## config.mk

```make
export PLATFORM = sky130hd
export DESIGN_NAME = divider_decomposable_flat
export DESIGN_NICKNAME = d
export VERILOG_FILES = /design/src/rtl/pe_pkg.sv /design/src/rtl/divider_decomposable_if.sv /design/src/rtl/divider_decomposable.sv /design/src/flat_wrapper.sv
export SDC_FILE = /design/constraint.sdc
export NUM_CORES = 1
export LEC_CHECK = 0
export CAP_MARGIN = 15
export CORE_ASPECT_RATIO = 1.4
export CORE_MARGIN = 8
export CORE_UTILIZATION = 54
export CTS_CLUSTER_DIAMETER = 100
export CTS_CLUSTER_SIZE = 40
export DETAILED_ROUTE_END_ITERATION = 8
export PLACE_DENSITY = 0.8
export SYNTH_ARGS = -nofsm -noshare
export SYNTH_HDL_FRONTEND = slang
export SYNTH_SLANG_ARGS = --single-unit
```

## constraint.sdc

```tcl
create_clock -name clk -period 9.93 [get_ports clk]
set_input_delay 1.986 -clock clk [delete_from_list [all_inputs] [get_ports clk]]
set_output_delay 1.986 -clock clk [all_outputs]
set_load 0.02 [all_outputs]
```

## src/rtl/pe_pkg.sv

```systemverilog
// Precision-mode encodings shared by the decomposable PE arithmetic blocks.
package pe_pkg;
    localparam int PRECISION_CONFIG_L = 2;
    localparam logic [PRECISION_CONFIG_L-1:0] PRECISION_CONFIG_8B  = 2'd0;
    localparam logic [PRECISION_CONFIG_L-1:0] PRECISION_CONFIG_16B = 2'd1;
    localparam logic [PRECISION_CONFIG_L-1:0] PRECISION_CONFIG_32B = 2'd2;
endpackage

```

## src/rtl/divider_decomposable_if.sv

```systemverilog
// Operand/result handshake bundle for the decomposable divider.
interface divider_decomposable_if;
    import pe_pkg::*;

    logic                          in_vld;
    logic                          in_rdy;
    logic [31:0]                   in0;
    logic [31:0]                   in1;
    logic [PRECISION_CONFIG_L-1:0] mode;
    logic                          out_vld;
    logic                          out_rdy;
    logic [31:0]                   quotient;
    logic [31:0]                   remainder;
    logic [3:0]                    div_by_zero;

    modport master (
        output in_vld, in0, in1, mode, out_rdy,
        input  in_rdy, out_vld, quotient, remainder, div_by_zero
    );

    modport slave (
        input  in_vld, in0, in1, mode, out_rdy,
        output in_rdy, out_vld, quotient, remainder, div_by_zero
    );
endinterface

```

## src/rtl/divider_decomposable.sv

```systemverilog
// Radix-2 restoring unsigned divider: one 32-bit, two 16-bit or four 8-bit
// divisions per operation on a shared, lane-partitioned shift/subtract datapath.
module divider_decomposable
    import pe_pkg::*;
#(
    parameter int EACH_PART_LEN = 8,
    parameter int N_PARTS       = 4
) (
    input logic                  clk,
    input logic                  rst,
    divider_decomposable_if.slave dif
);

    localparam int W  = EACH_PART_LEN;
    localparam int TW = W * N_PARTS;
    localparam int CW = $clog2(TW);

    if (N_PARTS != 4) begin : g_parts_check
        $error("divider_decomposable supports only N_PARTS == 4");
    end

    typedef enum logic [1:0] {IDLE, BUSY, DONE} state_t;

    state_t                        state_q, state_d;
    logic [CW-1:0]                 cnt_q, cnt_d;
    logic                          out_vld_q, out_vld_d;
    logic [TW-1:0]                 quotient_q, quotient_d;
    logic [TW-1:0]                 remainder_q, remainder_d;
    logic [N_PARTS-1:0]            dbz_q, dbz_d;

    logic [TW-1:0]                 rem_q, rem_d;
    logic [TW-1:0]                 dq_q, dq_d;
    logic [TW-1:0]                 dvs_q, dvs_d;
    logic [PRECISION_CONFIG_L-1:0] mode_q, mode_d;

    logic [TW-1:0]                 sh_a, diff_a, rem_nxt, dq_nxt;
    logic [N_PARTS-1:0]            ge_top;
    logic [N_PARTS-1:0]            dbz_calc;

    function automatic logic [CW-1:0] lane_last(input logic [PRECISION_CONFIG_L-1:0] m);
        case (m)
            PRECISION_CONFIG_8B:  return CW'(W - 1);
            PRECISION_CONFIG_16B: return CW'(2 * W - 1);
            default:              return CW'(TW - 1);
        endcase
    endfunction

    // Index of the most significant segment of the lane that owns segment k.
    function automatic int lane_top(input logic [PRECISION_CONFIG_L-1:0] m, input int k);
        case (m)
            PRECISION_CONFIG_8B:  return k;
            PRECISION_CONFIG_16B: return k | 1;
            default:              return N_PARTS - 1;
        endcase
    endfunction

    function automatic logic seg_start(input logic [PRECISION_CONFIG_L-1:0] m, input int k);
        case (m)
            PRECISION_CONFIG_8B:  return 1'b1;
            PRECISION_CONFIG_16B: return (k % 2) == 0;
            default:              return k == 0;
        endcase
    endfunction

    // One restoring iteration; borrows and shift bits are cut at lane boundaries.
    always_comb begin : p_iter
        logic         borrow;
        logic [W:0]   diff;
        logic [W-1:0] sh;
        logic         lane_ge;
        logic         dq_in;
        borrow  = 1'b0;
        diff    = '0;
        sh      = '0;
        lane_ge = 1'b0;
        dq_in   = 1'b0;
        sh_a    = '0;
        diff_a  = '0;
        ge_top  = '0;
        rem_nxt = '0;
        dq_nxt  = '0;
        for (int k = 0; k < N_PARTS; k++) begin
            if (seg_start(mode_q, k)) begin
                borrow = 1'b0;
                sh = {rem_q[k*W +: W-1], dq_q[lane_top(mode_q, k)*W + W-1]};
            end else begin
                sh = {rem_q[k*W +: W-1], rem_q[(k*W + TW - 1) % TW]};
            end
            diff   = {1'b0, sh} - {1'b0, dvs_q[k*W +: W]} - {{W{1'b0}}, borrow};
            borrow = diff[W];
            sh_a[k*W +: W]   = sh;
            diff_a[k*W +: W] = diff[W-1:0];
            // The bit shifted out of the lane MSB is the (W+1)-th remainder bit.
            ge_top[k] = rem_q[k*W + W-1] | ~borrow;
        end
        for (int k = 0; k < N_PARTS; k++) begin
            lane_ge = ge_top[lane_top(mode_q, k)];
            dq_in   = seg_start(mode_q, k) ? lane_ge : dq_q[(k*W + TW - 1) % TW];
            rem_nxt[k*W +: W] = lane_ge ? diff_a[k*W +: W] : sh_a[k*W +: W];
            dq_nxt[k*W +: W]  = {dq_q[k*W +: W-1], dq_in};
        end
    end

    always_comb begin : p_dbz
        dbz_calc = '0;
        case (mode_q)
            PRECISION_CONFIG_8B: begin
                for (int k = 0; k < N_PARTS; k++) begin
                    dbz_calc[k] = (dvs_q[k*W +: W] == '0);
                end
            end
            PRECISION_CONFIG_16B: begin
                dbz_calc[0] = (dvs_q[0 +: 2*W] == '0);
                dbz_calc[1] = (dvs_q[2*W +: 2*W] == '0);
            end
            default: dbz_calc[0] = (dvs_q == '0);
        endcase
    end

    always_comb begin : p_next
        state_d     = state_q;
        cnt_d       = cnt_q;
        out_vld_d   = out_vld_q;
        quotient_d  = quotient_q;
        remainder_d = remainder_q;
        dbz_d       = dbz_q;
        rem_d       = rem_q;
        dq_d        = dq_q;
        dvs_d       = dvs_q;
        mode_d      = mode_q;
        case (state_q)
            IDLE: begin
                if (dif.in_vld) begin
                    state_d = BUSY;
                    cnt_d   = lane_last(dif.mode);
                    rem_d   = '0;
                    dq_d    = dif.in0;
                    dvs_d   = dif.in1;
                    mode_d  = dif.mode;
                end
            end
            BUSY: begin
                rem_d = rem_nxt;
                dq_d  = dq_nxt;
                cnt_d = cnt_q - CW'(1);
                if (cnt_q == '0) begin
                    state_d     = DONE;
                    out_vld_d   = 1'b1;
                    quotient_d  = dq_nxt;
                    remainder_d = rem_nxt;
                    dbz_d       = dbz_calc;
                end
            end
            DONE: begin
                if (dif.out_rdy) begin
                    state_d   = IDLE;
                    out_vld_d = 1'b0;
                end
            end
            default: state_d = IDLE;
        endcase
    end

    always_ff @(posedge clk or posedge rst) begin
        if (rst) begin
            state_q     <= IDLE;
            cnt_q       <= '0;
            out_vld_q   <= 1'b0;
            quotient_q  <= '0;
            remainder_q <= '0;
            dbz_q       <= '0;
        end else begin
            state_q     <= state_d;
            cnt_q       <= cnt_d;
            out_vld_q   <= out_vld_d;
            quotient_q  <= quotient_d;
            remainder_q <= remainder_d;
            dbz_q       <= dbz_d;
        end
    end

    // Working registers carry no reset: they are always reloaded on accept.
    always_ff @(posedge clk) begin
        rem_q  <= rem_d;
        dq_q   <= dq_d;
        dvs_q  <= dvs_d;
        mode_q <= mode_d;
    end

    assign dif.in_rdy      = (state_q == IDLE) & ~rst;
    assign dif.out_vld     = out_vld_q;
    assign dif.quotient    = quotient_q;
    assign dif.remainder   = remainder_q;
    assign dif.div_by_zero = dbz_q;

endmodule

```

## src/flat_wrapper.sv

```systemverilog
// flat-port wrapper written by rule: the top's interface ports become plain ports
module divider_decomposable_flat import pe_pkg::*;
#(
    parameter int EACH_PART_LEN = 8,
    parameter int N_PARTS       = 4
)
  (clk, rst, dif_in_vld, dif_in0, dif_in1, dif_mode, dif_out_rdy, dif_in_rdy, dif_out_vld, dif_quotient, dif_remainder, dif_div_by_zero);
  divider_decomposable_if dif_i ();
  input logic clk;
  input logic rst;
  input wire logic [$bits(dif_i.in_vld)-1:0] dif_in_vld;
  input wire logic [$bits(dif_i.in0)-1:0] dif_in0;
  input wire logic [$bits(dif_i.in1)-1:0] dif_in1;
  input wire logic [$bits(dif_i.mode)-1:0] dif_mode;
  input wire logic [$bits(dif_i.out_rdy)-1:0] dif_out_rdy;
  output wire logic [$bits(dif_i.in_rdy)-1:0] dif_in_rdy;
  output wire logic [$bits(dif_i.out_vld)-1:0] dif_out_vld;
  output wire logic [$bits(dif_i.quotient)-1:0] dif_quotient;
  output wire logic [$bits(dif_i.remainder)-1:0] dif_remainder;
  output wire logic [$bits(dif_i.div_by_zero)-1:0] dif_div_by_zero;
  assign dif_i.in_vld = dif_in_vld;
  assign dif_i.in0 = dif_in0;
  assign dif_i.in1 = dif_in1;
  assign dif_i.mode = dif_mode;
  assign dif_i.out_rdy = dif_out_rdy;
  assign dif_in_rdy = dif_i.in_rdy;
  assign dif_out_vld = dif_i.out_vld;
  assign dif_quotient = dif_i.quotient;
  assign dif_remainder = dif_i.remainder;
  assign dif_div_by_zero = dif_i.div_by_zero;
  divider_decomposable #(.EACH_PART_LEN(EACH_PART_LEN), .N_PARTS(N_PARTS)) u_core (.clk(clk), .rst(rst), .dif(dif_i));
endmodule
```

==> results.yml, run 1 <==
outcome:
  outcome: "finished, final reports clean"
yosys:
  syn_inst: 799
  ys_warn_count: 0
  ys_ff_latch: 174
  synth-edff-count: 98
  yosysSeqAreaShare: 0.557
  yosys_most_used_dff: "edfxtp_1"
  yosysMostFrequentCell: "nand2_1"
  synth.net_count: 928
  async_flop_share: 0.437
  synth_area_mm2: 0.00870
  synth_common_cells: "155 x nand2_1, 98 x edfxtp_1, 76 x dfrtp_1"
  yosysTopAreaCell: "edfxtp_1"
  yosys.area.top_type_share: 0.338
  synth_cell_type_count: 46
  synthTopCellsByArea: "edfxtp_1 34%, dfrtp_1 22%, ha_1 7.5%"
  avgSynthCellArea_um2: 10.9
timing:
  finalSetupViolCount: 0
  fin_tns_setup_ns: 0
  maxSlewHeadroom: 0.276
  period_share: 0.927
  drv_slew: 0
  min_period_ns: 9.20
  rsz0062_at_grt: "false"
  max_clock_freq_ghz: 0.109
  fin_worst_skew_ns: 0.00930
  finalHoldViolations: 0
  tightest_slew_ns: 1.09
detailed_routing:
  drc: 0
  dr_total_vias: 6224
  drt_iter0_drc: 356
  drt-wirelength-per-cell_um: 17.2
  first_pass_iters: 5
  via_per_inst: 5.42
  drt-total-wl_um: 19800
  ant_nets: 0
clocking:
  cts_sinks: 174
  cts_buffer_depth: 2
  clk_latency_ns: 0.43
  cts_tree: "yes"
  cts_made_buffers: 17
  clkTransAtPathRegs_ns: 0.07
  hold_buffers: 0
  htreeDepth: 4
  root_buffer: "clkbuf_16"
worst_setup_path:
  setup.worst_path.end: "u_core.dq_q[16]"
  critPathMaxFanout: 13
  path_common_cell: "fa_1"
  slowest_stage: "edfxtp_1"
  crit-reg2reg-launch: "u_core.mode_q[1]"
  critPathMaxStageDelay_ns: 0.58
  rrSetupSlack_ns: 0.73
  start_kind: "flop"
  ff2ff_path_depth: 34
  worstPathArrival_ns: 9.38
  critPathCaptureType: "flop"
  cp_num_cells: 34
  worst-path-buf-inv: 1
  crit_start: "u_core.mode_q[1]"
  crit_family: "adder cells"
  required_ns: 10.10
  worst-setup-path-type: "flop to flop"
  r2r-end: "u_core.dq_q[16]"
pwr:
  p_total_mw: 4.21
  power_density_mw_per_mm2: 386
  ir_drop_mv: 0.189
  p_leak_nw: 4.83
global_route:
  antenna_found_initial: 0
  grt_pass1_wl_um: 32200
  grt_max_degree: 108
  track_usage: 0.201
  grt_pass1_vias: 6463
  overflow: 0
place:
  portBuffers: 139
  place_congestion: 0.880
  dp_hpwl_um: 14300
layout:
  area_growth_pct: 25.3
  drive_gt1_frac: 0.0926
  num-fill-cells: 1195
  diodes: 0
  fin_nets: 1066
floorplanning:
  die_w_um: 123
  die_area_mm2: 0.0205
  die_y_um: 166
  coreArea_mm2: 0.0160
  pin_count: 140
  std_cell_rows: 55
  start_util: 0.545
worst_hold_path:
  min_path_type: "flop to flop"
job:
  maxCapViolations: 0
## power breakdown
part	switching (mW)	internal, mW
combinational	1.24	0.931
clock	0.295	0.381
sequential	0.181	1.19
total	1.71	2.50
## cell families (layout without fill, tap and decap cells)
| group | count (synthesis) | count (layout) | share of synthesized area |
|---|---|---|---|
| mux | 60 | 60 | 0.0739 |
| fa+ha+maj | 59 | 59 | 0.0909 |
| compound gates | 116 | 116 | 0.0794 |
| xor+xnor | 25 | 25 | 0.0252 |
| flops | 174 | 174 | 0.557 |
| simple gates | 263 | 263 | 0.128 |
| buf+inv | 102 | 253 | 0.0460 |
## layout make-up
class / instances / area [µm²] / share of cell area
Sequential cell: 174 / 4840 / 0.444
Multi-Input combinational cell: 523 / 3480 / 0.319
Timing Repair Buffer: 148 / 1460 / 0.134
Clock buffer: 18 / 429 / 0.0394
Inverter: 73 / 275 / 0.0252
Tap cell: 199 / 249 / 0.0228
Clock inverter: 14 / 170 / 0.0156
## flip-flops by register name, indices dropped and copies added (netlist names), 4 cells and up
name and count:
u_core.dif.remainder 32, u_core.dvs_q 32, u_core.dif.div_by_zero 4, u_core.dq_q 32, u_core.rem_q 32, u_core.cnt_q 5
u_core.dif.quotient 32
## worst reg2reg max path, delay by kind of cell, from the launching register on
kind | cells | cell delay, ns
buf+inv | 1 | 0.06
flops | 1 | 0.58
xor+xnor | 2 | 0.49
simple gates | 9 | 1.55
fa+ha+maj | 9 | 3.32
mux | 2 | 0.62
compound gates | 11 | 2.32
## layout by cell type, fill, tap and decap left out, types with 6 or more instances in the layout
| cell type | n |
|---|---|
| a21oi_1 | 28 |
| buf_4 | 9 |
| clkbuf_16 | 17 |
| clkdlybuf4s50_1 | 139 |
| dfrtp_1 | 76 |
| edfxtp_1 | 98 |
| fa_1 | 7 |
| ha_1 | 52 |
| inv_1 | 72 |
| mux2_2 | 34 |
| mux2i_1 | 26 |
| nand2_1 | 152 |
| nand2b_1 | 6 |
| nand3b_1 | 6 |
| nor2_1 | 63 |
| nor3_1 | 7 |
| nor4_1 | 9 |
| o21ai_0 | 49 |
| o21ai_1 | 7 |
| o31ai_1 | 8 |
| xnor2_1 | 9 |
| xor2_1 | 16 |
## metal layers
layer  track usage  part of all wire
met1         0.219              0.37
met2         0.344              0.52
met3        0.0728             0.082
met4        0.0793             0.029
met5             0                 0
## metrics by stage
step	instances	hold slack [ns]	area (µm²)	setup slack, ns	utilization
final	1149	0.479	10900	0.727	0.683
after floorplan	799	0.463	8700	1.42	-
after global placement	1116	0.462	10300	0.826	0.645
after CTS	1148	0.490	10900	0.570	0.682
after global routing	1149	0.512	10900	0.0493	0.683
after detailed placement	1116	0.474	10300	0.595	0.645
## worst min-delay path by stage
| stage | startpoint | end | slack (ns) | cells after the start |
|---|---|---|---|---|
| finish | u_core.dif.remainder[21] | u_core.dif.remainder[21] | 0.48 | 2 |
| global route | u_core.dif.remainder[21] | u_core.dif.remainder[21] | 0.51 | 2 |
| CTS | u_core.dif.remainder[21] | u_core.dif.remainder[21] | 0.49 | 2 |
| detailed placement | u_core.dif.remainder[21] | u_core.dif.remainder[21] | 0.47 | 2 |
| global placement | u_core.dif.div_by_zero[2] | u_core.dif.div_by_zero[2] | 0.46 | 2 |
| floorplan | u_core.cnt_q[0] | u_core.cnt_q[0] | 0.46 | 1 |
## repair_timing
item | 4_1_cts | 5_1_grt
gates resized for setup | 0 | 1
buffers inserted | 0 | 1
endpoints found under the setup margin | 0 | 24
Note: power is estimated with default switching activity, not from simulation.
==> run 2, diff against run 1 <==
==> constraint.sdc (replaced) <==
create_clock -name clk -period 9.93 [get_ports clk]
set_input_delay 1.986 -clock clk [delete_from_list [all_inputs] [get_ports clk]]
set_output_delay 1.986 -clock clk [all_outputs]
set_load 0.005 [all_outputs]
==> results of run 2 <==
The final DEF is identical to that of run 1. Status: finished, final reports clean.
Among the figures that moved: total power 4.21 mW -> 4.08 mW; worst IR drop on VDD 0.189 mV -> 0.177 mV
